==> config.mk <==
export PLATFORM = sky130hd
export DESIGN_NAME = pkt_dispatcher
export DESIGN_NICKNAME = d
export VERILOG_FILES = /design/src/rtl/pkt_dispatcher.sv
export SDC_FILE = /design/constraint.sdc
export NUM_CORES = 1
export LEC_CHECK = 0
export BUFFER_PORTS_ARGS = -buffer_cell sky130_fd_sc_hd__buf_2
export CAP_MARGIN = 5
export CORE_AREA = 2 2 172 157
export CTS_CLUSTER_DIAMETER = 30
export DETAILED_ROUTE_END_ITERATION = 12
export DIE_AREA = 0 0 174 159
export MAX_ROUTING_LAYER = met4
export PLACE_DENSITY = 0.48
export SKIP_CTS_REPAIR_TIMING = 1
export SYNTH_ARGS = -nofsm -noshare
export SYNTH_HDL_FRONTEND = slang
export SYNTH_SLANG_ARGS = --single-unit
==> constraint.sdc <==
create_clock -name clk -period 2.73 [get_ports clk]
set_input_delay 0.4095 -clock clk [delete_from_list [all_inputs] [get_ports clk]]
set_output_delay 0.4095 -clock clk [all_outputs]
set_load 0.005 [all_outputs]
==> src/rtl/pkt_dispatcher.sv <==
// pkt_dispatcher
// Ingress stage for a bank of packet buffers. Takes one bop/eop framed stream
// and steers each whole packet into an empty buffer chosen round-robin.
// Ports:
//   clk, reset_n                    clock, async active-low reset
//   src_data/route/bop/eop/valid    source word stream; src_rdy back-pressure
//   buf_data, buf_route             shared word / route tag to all buffers
//   buf_req, buf_wr                 one-hot request and write strobe
//   buf_ack, buf_empty              per-buffer handshake and free status
//   pkt_cnt, drop_cnt, busy         statistics and FSM activity
module pkt_dispatcher #(
    parameter int NUM_BUF   = 4,
    parameter int MAX_WORDS = 255
) (
    input  logic               clk,
    input  logic               reset_n,
    input  logic [63:0]        src_data,
    input  logic [15:0]        src_route,
    input  logic               src_bop,
    input  logic               src_eop,
    input  logic               src_valid,
    output logic               src_rdy,
    output logic [63:0]        buf_data,
    output logic [15:0]        buf_route,
    output logic [NUM_BUF-1:0] buf_wr,
    output logic [NUM_BUF-1:0] buf_req,
    input  logic [NUM_BUF-1:0] buf_ack,
    input  logic [NUM_BUF-1:0] buf_empty,
    output logic [31:0]        pkt_cnt,
    output logic [15:0]        drop_cnt,
    output logic               busy
);
    localparam int SW = (NUM_BUF > 1) ? $clog2(NUM_BUF) : 1;
    localparam int CW = $clog2(MAX_WORDS + 1);
    localparam logic [CW-1:0] MAXW = CW'(MAX_WORDS);

    typedef enum logic [2:0] {IDLE, REQ, XFER, DRAIN, RELEASE} state_t;

    state_t             state_q, state_d;
    logic [SW-1:0]      sel_q, sel_d, rr_q, rr_d, pick;
    logic               pick_ok;
    logic [NUM_BUF-1:0] req_q, req_d, wr_q, wr_d;
    logic [63:0]        data_q, data_d;
    logic [15:0]        route_q, route_d;
    logic [31:0]        pkt_q, pkt_d;
    logic [15:0]        drop_q, drop_d;
    logic [CW-1:0]      wcnt_q, wcnt_d;
    logic               drop_en, rdy;

    // First empty buffer at or after the RR pointer. Walking offsets from
    // high to low lets the smallest offset win.
    always_comb begin
        int idx;
        idx     = 0;
        pick    = '0;
        pick_ok = 1'b0;
        for (int i = NUM_BUF - 1; i >= 0; i--) begin
            idx = (int'(rr_q) + i) % NUM_BUF;
            if (buf_empty[idx[SW-1:0]]) begin
                pick    = idx[SW-1:0];
                pick_ok = 1'b1;
            end
        end
    end

    always_comb begin
        state_d = state_q;
        sel_d   = sel_q;
        rr_d    = rr_q;
        req_d   = req_q;
        wr_d    = '0;
        data_d  = data_q;
        route_d = route_q;
        pkt_d   = pkt_q;
        wcnt_d  = wcnt_q;
        drop_en = 1'b0;
        rdy     = 1'b0;
        case (state_q)
            IDLE: begin
                // A bop word is held off until a buffer has been granted.
                rdy = !(src_valid && src_bop);
                if (src_valid && !src_bop) begin
                    drop_en = 1'b1;
                end else if (src_valid && src_bop && pick_ok) begin
                    sel_d   = pick;
                    req_d   = NUM_BUF'(1) << pick;
                    route_d = src_route;
                    state_d = REQ;
                end
            end
            REQ: begin
                if (buf_ack[sel_q]) state_d = XFER;
            end
            XFER: begin
                rdy = 1'b1;
                if (src_valid) begin
                    // wcnt_q==0 marks the packet's own bop word; a later bop
                    // closes the packet and is itself discarded.
                    if (src_bop && wcnt_q != '0) begin
                        drop_en = 1'b1;
                        state_d = DRAIN;
                    end else begin
                        if (wcnt_q < MAXW) begin
                            wr_d   = req_q;
                            data_d = src_data;
                            wcnt_d = wcnt_q + CW'(1);
                        end else begin
                            drop_en = 1'b1;
                        end
                        if (src_eop) state_d = DRAIN;
                    end
                end
            end
            DRAIN: begin
                // Last registered write is on the bus this cycle, req still high.
                req_d   = '0;
                state_d = RELEASE;
            end
            RELEASE: begin
                if (!buf_ack[sel_q]) begin
                    pkt_d   = pkt_q + 32'd1;
                    rr_d    = (sel_q == SW'(NUM_BUF - 1)) ? '0 : sel_q + SW'(1);
                    wcnt_d  = '0;
                    state_d = IDLE;
                end
            end
            default: state_d = IDLE;
        endcase
        drop_d = (drop_en && drop_q != 16'hFFFF) ? drop_q + 16'd1 : drop_q;
    end

    always_ff @(posedge clk or negedge reset_n) begin
        if (!reset_n) begin
            state_q <= IDLE;
            sel_q   <= '0;
            rr_q    <= '0;
            req_q   <= '0;
            wr_q    <= '0;
            data_q  <= '0;
            route_q <= '0;
            pkt_q   <= '0;
            drop_q  <= '0;
            wcnt_q  <= '0;
        end else begin
            state_q <= state_d;
            sel_q   <= sel_d;
            rr_q    <= rr_d;
            req_q   <= req_d;
            wr_q    <= wr_d;
            data_q  <= data_d;
            route_q <= route_d;
            pkt_q   <= pkt_d;
            drop_q  <= drop_d;
            wcnt_q  <= wcnt_d;
        end
    end

    // src_rdy is combinational; gate it so it also reads 0 while in reset.
    assign src_rdy   = rdy & reset_n;
    assign buf_data  = data_q;
    assign buf_route = route_q;
    assign buf_wr    = wr_q;
    assign buf_req   = req_q;
    assign pkt_cnt   = pkt_q;
    assign drop_cnt  = drop_q;
    assign busy      = (state_q != IDLE);
endmodule
==> results of run 1 <==
[cells by family (layout without fill, tap and decap cells)]
| kind of cell | count (synthesis) | count (layout) | share of synthesized area |
|---|---|---|---|
| other cells | 0 | 1 | 0 |
| fa+ha+maj | 5 | 5 | 0.00975 |
| mux | 71 | 71 | 0.125 |
| compound gates | 26 | 26 | 0.0285 |
| flops | 151 | 151 | 0.589 |
| xor+xnor | 48 | 48 | 0.0655 |
| buf+inv | 32 | 282 | 0.0209 |
| simple gates | 203 | 203 | 0.161 |
[routing by layer]
layer  vias up  track usage
li1       2320            -
met1      2208        0.160
met2       144        0.183
met3        13       0.0351
met4         0       0.0340
met5         -            -
[sequential cells by signal (all words and copies together) (netlist names)]
register and cells:
buf_data 64, buf_req 4, buf_route 16, buf_wr 4
drop_cnt 16, pkt_cnt 32, rr_q 2, sel_q 2
state_q 3, wcnt_q 8
[path summary, 6_finish.rpt]
kind	slack, ps	endpoint	startpoint	depth (start not counted)
worst max register to register	470	pkt_cnt[25]	sel_q[0]	5
worst min register to register	460	pkt_cnt[31]	pkt_cnt[31]	1
min in group asynchronous	470	buf_data[12]	reset_n	2
worst max-delay path	470	pkt_cnt[25]	sel_q[0]	5
max in group asynchronous	1260	wcnt_q[3]	reset_n	3
worst min-delay path	190	buf_route[11]	src_route[11]	3
[final cells by class]
type | count | area (um^2) | share of cell area
Multi-Input combinational cell | 353 | 2510 | 0.292
Tap cell | 348 | 435 | 0.0506
Inverter | 12 | 45.0 | 0.00523
Timing Repair Buffer | 238 | 1240 | 0.145
Clock inverter | 13 | 148 | 0.0172
Sequential cell | 151 | 3780 | 0.439
Antenna cell | 1 | 2.50 | 0.000291
Clock buffer | 19 | 443 | 0.0515
[through the flow]
step / instances / util
CTS: 1133 / 0.333
floorplan: 536 / -
global route: 1135 / 0.334
global placement: 1101 / 0.310
finish: 1135 / 0.334
detailed placement: 1101 / 0.310
[synthesized netlist by cell type, drive strengths merged (2+ instances only)]
master,instances,area (um^2)
nand2,86,323
and3,10,62.6
o31ai,4,30.0
nor3b,2,15.0
inv,11,41.3
xor2,20,175
dfrtp,151,3780
ha,5,62.6
xnor2,28,245
mux2,65,732
nand3,24,120
nand2b,2,12.5
or2,4,25.0
mux2i,5,50.1
nand4,17,121
clkbuf,9,33.8
nor3,14,75.1
nor2,22,82.6
nor4b,5,58.8
and4,4,35.0
and2,6,37.5
a21oi,9,45.0
buf,11,55.1
[report_power, final]
group | switching (W) | total (W) | internal (W)
registers | 0.000447 | 0.00342 | 0.00298
logic | 0.00104 | 0.00223 | 0.00119
clock network | 0.000985 | 0.00237 | 0.00138
total | 0.00247 | 0.00802 | 0.00555
[tightest hold or removal path: cells and delay by family]
kind | cells | cell delay, ps
and+or+nand+nor | 2 | 80
buffers and inverters | 1 | 70
==> results.json, run 1 <==
{
  "outcome": "completed",
  "vias_per_cell": 4.13,
  "layout_setup_ws_ps": 467,
  "synth_edf_count": 0,
  "io_buffer_count": 230,
  "hold_violations": 0,
  "relSlewSlack": 0.509,
  "antenna_found_initial": 1,
  "p_leak_nw": 4.33,
  "cts_max_level": 4,
  "place_congestion": 0.750,
  "ys_types": 48,
  "ys.flop_type": "dfrtp_1",
  "core_area_mm2": 0.0258,
  "powerDensity_mw_per_mm2": 932,
  "hp-class": "in -> reg",
  "drc": 0,
  "cts.sinks": 151,
  "critPathKind": "reg -> reg",
  "grt_pass1_wl_mm": 26.1,
  "grt-ovfl-total": 0,
  "maxCapViolCount": 0,
  "min_period_over_period": 0.829,
  "ys_seq_elements": 151,
  "nNetsFinal": 871,
  "cts_inserted_buffers": 17,
  "clockBufferDepth": 2,
  "synthesis.nets": 634,
  "wl_met2_mm": 7.33,
  "final_area_mm2": 0.00861,
  "skew_ps": 11.3,
  "slew_viol_final": 0,
  "rows": 56,
  "synth_area_mm2": 0.00642,
  "power.total_w": 0.00802,
  "crit_path_max_fanout": 6,
  "fmax_mhz": 442,
  "critical-path-max-stage-delay_ps": 620,
  "ys_warn_count": 0,
  "hold_ws_ps": 186,
  "fillers": 2658,
  "place_area_mm2": 0.00800,
  "clk_pin_slew_ps": 60,
  "path_cells": "mux4_2 > nor4b_4 > and4_1 > nand4_1 > xnor2_1",
  "drtIter0Drc": 258,
  "cts_tree": "done",
  "die_y_um": 159,
  "dieArea_mm2": 0.0277,
  "worst_slew_pin_slew_ps": 732,
  "synthArstFlopShare": 1.00,
  "met1Wirelength_mm": 7.46,
  "dpl.hpwl_mm": 11.4,
  "avgRoutedWirePerCell_um": 14.0,
  "dr_total_vias": 4685,
  "ant_nets": 0,
  "place_ws_ps": 420,
  "setup_violations": 0,
  "grt_setup_unrepaired": "false",
  "drt_pass1_iterations": 4,
  "cp-start-kind": "register",
  "syn_area_per_cell_um2": 12.0,
  "final_cell_mix": "229 x buf_2, 151 x dfrtp_1, 86 x nand2_1",
  "crit_required_ps": 3030,
  "grt_max_degree": 119,
  "drt_wl_total_mm": 15.9,
  "endpoint_kind": "register",
  "drive_above_1_share": 0.439,
  "top_layer_used": "met4",
  "clk_latency_ps": 420,
  "crit_buf_inv": 0,
  "netlist_instances": 536,
  "yosysSeqAreaShare": 0.589,
  "layout_commonest_cell": "buf_2",
  "ir_drop_v": 0.000361,
  "crit_path_top_delay_cell": "mux4_2",
  "route.met3.wl_um": 946,
  "period_needed_ps": 2260,
  "grt_pass1_vias": 4708,
  "syn_to_final_growth_pct": 34.1,
  "path_delay_family": "simple AND/OR/NAND/NOR gates",
  "setup_tns_ps": 0,
  "grtUsageTotal": 0.122,
  "cts_root_buffer": "clkbuf_16",
  "critical_path_arrival_ps": 2560,
  "start_util": 0.249,
  "die_w_um": 174,
  "io_pins": 231
}
(Power assumes the default switching activity.)
==> run 2, diff against run 1 <==
--- a/config.mk
+++ b/config.mk
@@ -12,7 +12,7 @@
 export DETAILED_ROUTE_END_ITERATION = 12
 export DIE_AREA = 0 0 174 159
 export MAX_ROUTING_LAYER = met4
-export PLACE_DENSITY = 0.48
+export PLACE_DENSITY = 0.49
 export SKIP_CTS_REPAIR_TIMING = 1
 export SYNTH_ARGS = -nofsm -noshare
 export SYNTH_HDL_FRONTEND = slang
==> constraint.sdc (replaced) <==
create_clock -name clk -period 2 [get_ports clk]
set_input_delay 0.3 -clock clk [delete_from_list [all_inputs] [get_ports clk]]
set_output_delay 0.3 -clock clk [all_outputs]
set_load 0.005 [all_outputs]
==> run 2 against run 1 <==
  * The run now ends with setup timing left
  * Cell count is 4.9% higher
  * Largest power group unchanged
  * Wire length is 7.3% higher
  * Worst setup slack worse by 550 ps
  * First-iteration DRC count is 18% lower
  * Total power is 46% higher
  * Sequential power is 35% higher
  * Via count is 8.5% higher
  * Count of clock-buffer cells in the layout is 1 lower
  * Die area stayed put
==> results.json, run 2 (synthesis gave the netlist of run 1 again) <==
{
  "outcome": "finished, violations left",
  "violations": "setup timing",
  "grt_setup_unrepaired": "true",
  "min_path_cells": 3,
  "utilization": 0.368,
  "ant_nets": 0,
  "cts_max_level": 4,
  "grt-ovfl-total": 0,
  "critPathKind": "reg -> reg",
  "ff2ff_path_depth": 3,
  "drc": 0,
  "min_from": "src_route[12]",
  "min_period_over_period": 1.04,
  "grtUsageTotal": 0.128,
  "drtIter0Drc": 212,
  "dr_total_vias": 5081,
  "drt_pass1_iterations": 4,
  "clk_pin_slew_ps": 70,
  "final_cell_mix": "229 x buf_2, 151 x dfrtp_1, 82 x nand2_1",
  "crit_buf_inv": 0,
  "ir_drop_v": 0.000457,
  "clk_latency_ps": 430,
  "place_congestion": 0.777,
  "relSlewSlack": 0.696,
  "crit_required_ps": 2320,
  "r2r_start": "sel_q[0]",
  "largest_register_ffs": 64,
  "avgRoutedWirePerCell_um": 14.4,
  "cts_root_buffer": "clkbuf_16",
  "nNetsFinal": 928,
  "r2r_end": "rr_q[0]",
  "vias_per_cell": 4.27,
  "io_buffer_count": 230,
  "cts_inserted_buffers": 17,
  "drive_above_1_share": 0.520,
  "layout_setup_ws_ps": -80.0,
  "p_leak_nw": 4.86,
  "powerDensity_mw_per_mm2": 1230,
  "endpoint_kind": "register",
  "path_delay_family": "simple AND/OR/NAND/NOR gates",
  "grt_pass1_vias": 5178,
  "reg2reg_setup_slack_ps": -80,
  "hold_ws_ps": 69.0,
  "hp-class": "in -> reg",
  "core_area_mm2": 0.0258,
  "syn_to_final_growth_pct": 47.9,
  "rows": 56,
  "crit_path_top_delay_cell": "or4b_2",
  "cp-start-kind": "register",
  "clockBufferDepth": 2,
  "fmax_mhz": 481,
  "die_y_um": 159,
  "period_needed_ps": 2080,
  "worst_slew_pin_slew_ps": 454,
  "grt_max_degree": 75,
  "start_util": 0.249,
  "num_antenna_cells": 0,
  "io_pins": 231,
  "place_ws_ps": -162,
  "critical_path_arrival_ps": 2400,
  "maxCapViolCount": 0,
  "drt_wl_total_mm": 17.1,
  "dpl.hpwl_mm": 12.5,
  "place_area_mm2": 0.00847,
  "critical-path-max-stage-delay_ps": 790,
  "final_area_mm2": 0.00949,
  "setup_violations": 17,
  "grt_pass1_wl_mm": 27.4,
  "hold_path_end": "buf_route[12]",
  "cts.sinks": 151,
  "antenna_found_initial": 0,
  "layout_commonest_cell": "buf_2",
  "slew_viol_final": 0,
  "dieArea_mm2": 0.0277,
  "die_w_um": 174,
  "cts_tree": "done",
  "crit_path_max_fanout": 10,
  "skew_ps": 15.2,
  "hold_violations": 0,
  "path_cells": "mux4_2 > or4b_2 > o31ai_1"
}
run 2: where the power goes:
group | internal [W] | switching (W) | total [W] | leakage (nW)
logic | 0.00201 | 0.00158 | 0.00359 | 2.62
clock network | 0.00213 | 0.00136 | 0.00349 | 0.303
registers | 0.00406 | 0.000554 | 0.00462 | 1.93
run 2: worst register-to-register path, cell delays in order (launching register included):
cell and delay [ps]:
dfrtp_1 370, mux4_2 580, or4b_2 790, o31ai_1 240
run 2: final cells by class:
type                    count  area [um^2]
clock buffers              18          439
multi-input cells         353         2740
clock inverters            14          196
repair buffers            295         1860
flip-flops and latches    151         3780
inverters                  12         45.0
well taps                 348          435
fillers                  2625        16300
run 2: worst max-delay path by stage:
stage               startpoint          end  slack (ps)  depth (start not counted)
floorplan             sel_q[0]  pkt_cnt[19]        -110                          6
global placement    buf_ack[3]  pkt_cnt[27]        -100                          7
detailed placement    sel_q[0]  pkt_cnt[29]        -160                          6
CTS                   sel_q[0]  pkt_cnt[29]        -180                          6
global route          sel_q[0]  pkt_cnt[22]        -190                          7
finish                sel_q[0]      rr_q[0]         -80                          3
run 2: stage by stage:
stage                     std cells  power, W  setup TNS, ps
after global placement         1147   0.00812           -673
after CTS                      1179    0.0117          -2740
after floorplan                 536   0.00628          -1010
after global routing           1191    0.0125          -8120
after detailed placement       1147   0.00816          -1830
final                          1191    0.0117           -545
run 2: per-layer routing:
layer	wire (um)	track usage
met5	0	-
met4	291	0.0439
met3	671	0.0279
met2	8070	0.197
met1	8080	0.166
==> run 3, diff against run 2 <==
--- a/config.mk
+++ b/config.mk
@@ -5,14 +5,15 @@
 export SDC_FILE = /design/constraint.sdc
 export NUM_CORES = 1
 export LEC_CHECK = 0
+export ABC_AREA = 1
 export BUFFER_PORTS_ARGS = -buffer_cell sky130_fd_sc_hd__buf_2
 export CAP_MARGIN = 5
-export CORE_AREA = 2 2 172 157
+export CORE_AREA = 2 2 184 168
 export CTS_CLUSTER_DIAMETER = 30
 export DETAILED_ROUTE_END_ITERATION = 12
-export DIE_AREA = 0 0 174 159
+export DIE_AREA = 0 0 186 170
 export MAX_ROUTING_LAYER = met4
-export PLACE_DENSITY = 0.49
+export PLACE_DENSITY = 0.48
 export SKIP_CTS_REPAIR_TIMING = 1
 export SYNTH_ARGS = -nofsm -noshare
 export SYNTH_HDL_FRONTEND = slang
==> run 3 against run 2 <==
  * The run now ends clean
  * Clock power grew 5%
  * Sequential share of layout area shrank 0.90 points
  * Combinational power grew 6.4%
  * Sequential power grew 3%
  * Core utilization shrank 4.1 points
  * Via count grew 31%
  * Critical path type is now in -> out
  * Critical endpoint is now src_rdy
==> results.json, run 3 <==
{
  "outcome": "completed",
  "crit_path_max_fanout": 25,
  "antenna_found_initial": 1,
  "io_buffer_count": 230,
  "yosysSeqAreaShare": 0.516,
  "avgRoutedWirePerCell_um": 13.4,
  "io_pins": 231,
  "ys.flop_type": "dfrtp_1",
  "die_y_um": 170,
  "drt_pass1_iterations": 4,
  "grt_pass1_vias": 6612,
  "path_cells": "dlygate4sd3_1 > buf_6 > nand2_1 > a21oi_1 > buf_2",
  "ant_nets": 0,
  "netlist_instances": 935,
  "ys_warn_count": 0,
  "min_period_over_period": 0.919,
  "relSlewSlack": 0.679,
  "core_area_mm2": 0.0297,
  "cts.sinks": 151,
  "cts_tree": "done",
  "grtUsageTotal": 0.144,
  "grt_setup_unrepaired": "false",
  "grt_pass1_wl_mm": 34.6,
  "largest_register_ffs": 64,
  "place_congestion": 0.867,
  "setup_tns_ps": 0,
  "dr_total_vias": 6658,
  "synth_top_area_cell": "dfrtp_1",
  "critPathKind": "in -> out",
  "ys_types": 31,
  "synth.area.top_cells": "dfrtp_1 52%, nand2_1 23%, xor2_1 4.0%, nor2_1 3.8%, nand3_1 3.4%",
  "drc": 0,
  "synthesis.nets": 1033,
  "hold_violations": 0,
  "final_area_mm2": 0.00971,
  "vias_per_cell": 4.16,
  "critical-path-max-stage-delay_ps": 580,
  "drive_above_1_share": 0.257,
  "syn_area_per_cell_um2": 7.83,
  "synth_edf_count": 0,
  "layout_commonest_cell": "nand2_1",
  "final_cell_mix": "455 x nand2_1, 229 x buf_2, 150 x dfrtp_1",
  "syn_to_final_growth_pct": 32.7,
  "slew_viol_final": 0,
  "drtIter0Drc": 305,
  "layout_setup_ws_ps": 162,
  "die_w_um": 186,
  "synthArstFlopShare": 1.00,
  "clk_pin_slew_ps": 70,
  "place_inst": 1566,
  "clockBufferDepth": 2,
  "rows": 60,
  "endpoint_kind": "output port",
  "cts_root_buffer": "clkbuf_16",
  "cts_max_level": 4,
  "hold_ws_ps": 64.1,
  "crit_required_ps": 1700,
  "drt_wl_total_mm": 21.5,
  "p_leak_nw": 5.32,
  "powerDensity_mw_per_mm2": 1260,
  "setup_violations": 0,
  "cp-start-kind": "primary input",
  "yosysMostFrequentCell": "nand2_1",
  "ys_seq_elements": 151,
  "worst_slew_pin_slew_ps": 481,
  "stdcell_count": 1600,
  "netlist_top_cells_count": "455 x nand2_1, 151 x dfrtp_1, 75 x nor2_1, 51 x inv_1, 49 x nand3_1",
  "period_needed_ps": 1840,
  "ir_drop_v": 0.000555,
  "cts_inserted_buffers": 17,
  "critical_path_arrival_ps": 1540,
  "grt_max_degree": 85,
  "dieArea_mm2": 0.0316,
  "dpl.hpwl_mm": 16.0,
  "place_ws_ps": 210,
  "skew_ps": 16.5,
  "crit_path_top_delay_cell": "dlygate4sd3_1",
  "fmax_mhz": 544,
  "hp-class": "in -> reg",
  "maxCapViolCount": 0,
  "synth_area_mm2": 0.00732,
  "synthDominantCellAreaShare": 0.516,
  "place_area_mm2": 0.00903,
  "clk_latency_ps": 430,
  "start_util": 0.247,
  "nNetsFinal": 1282,
  "grt-ovfl-total": 0,
  "fillers": 3157
}
==> run 3: cell count changes in the layout (fill, tap and decap cells not counted), moves of 11 or more <==
cell / change
buf_4: -20
nand4_1: -11
nor2_1: +59
nand3_1: +32
o21ai_0: +18
nor3_1: +13
nand2_1: +373
xor2_1: +13
inv_1: +41
xnor2_1: -11
mux2_2: -65
==> run 3: per-layer routing <==
metal	vias to the layer above	wire, um	global-route usage
met5	-	0	-
met4	0	261	0.0452
met3	17	1310	0.0353
met2	168	9720	0.217
met1	3076	10200	0.191
li1	3397	-	-
==> run 3: cells by family after synthesis <==
logic type,share of synthesized area
AO/OA/AOI/OAI,0.0246
buffers and inverters,0.0528
adder cells (fa/ha/maj),0.00855
AND/OR/NAND/NOR,0.344
XOR/XNOR,0.0539
flip-flops,0.516
==> run 3: per-stage QoR <==
stage | power, W | util
after floorplan | 0.00685 | -
after global placement | 0.00865 | 0.305
after detailed placement | 0.00869 | 0.305
after CTS | 0.0125 | 0.327
after global routing | 0.0133 | 0.327
final | 0.0122 | 0.327
==> run 3: critical path, delay by kind of cell <==
kind	cells	cell delay (ps)
AO/OA/AOI/OAI	1	120
buffers and inverters	3	1030
AND/OR/NAND/NOR	1	90
==> run 3: final cells by class <==
type / count / area, um^2 / share of cell area
antenna: 1 / 2.50 / 0.000258
clock buffer: 18 / 429 / 0.0442
sequential: 151 / 3780 / 0.389
multi-input combinational: 702 / 3160 / 0.325
clock inverter: 13 / 226 / 0.0233
inverter: 54 / 203 / 0.0209
timing repair buffer: 258 / 1410 / 0.145
tap: 403 / 504 / 0.0519
==> run 3: final timing paths <==
kind / endpoint / startpoint / slack, ps / cells past startpoint
hold reg to reg: buf_data[0] / buf_data[0] / 470 / 2
setup / recovery: src_rdy / reset_n / 160 / 5
setup reg to reg: wcnt_q[6] / wcnt_q[0] / 260 / 10
max in group asynchronous: drop_cnt[4] / reset_n / 860 / 3
min in group asynchronous: buf_route[13] / reset_n / 370 / 2
hold / removal: buf_route[14] / src_route[14] / 60 / 3
==> run 3: power breakdown <==
group | total, W | internal (W) | switching [W]
clock network | 0.00365 | 0.00233 | 0.00132
logic | 0.00382 | 0.00161 | 0.00221
registers | 0.00477 | 0.00405 | 0.000711
total | 0.0122 | 0.00800 | 0.00424
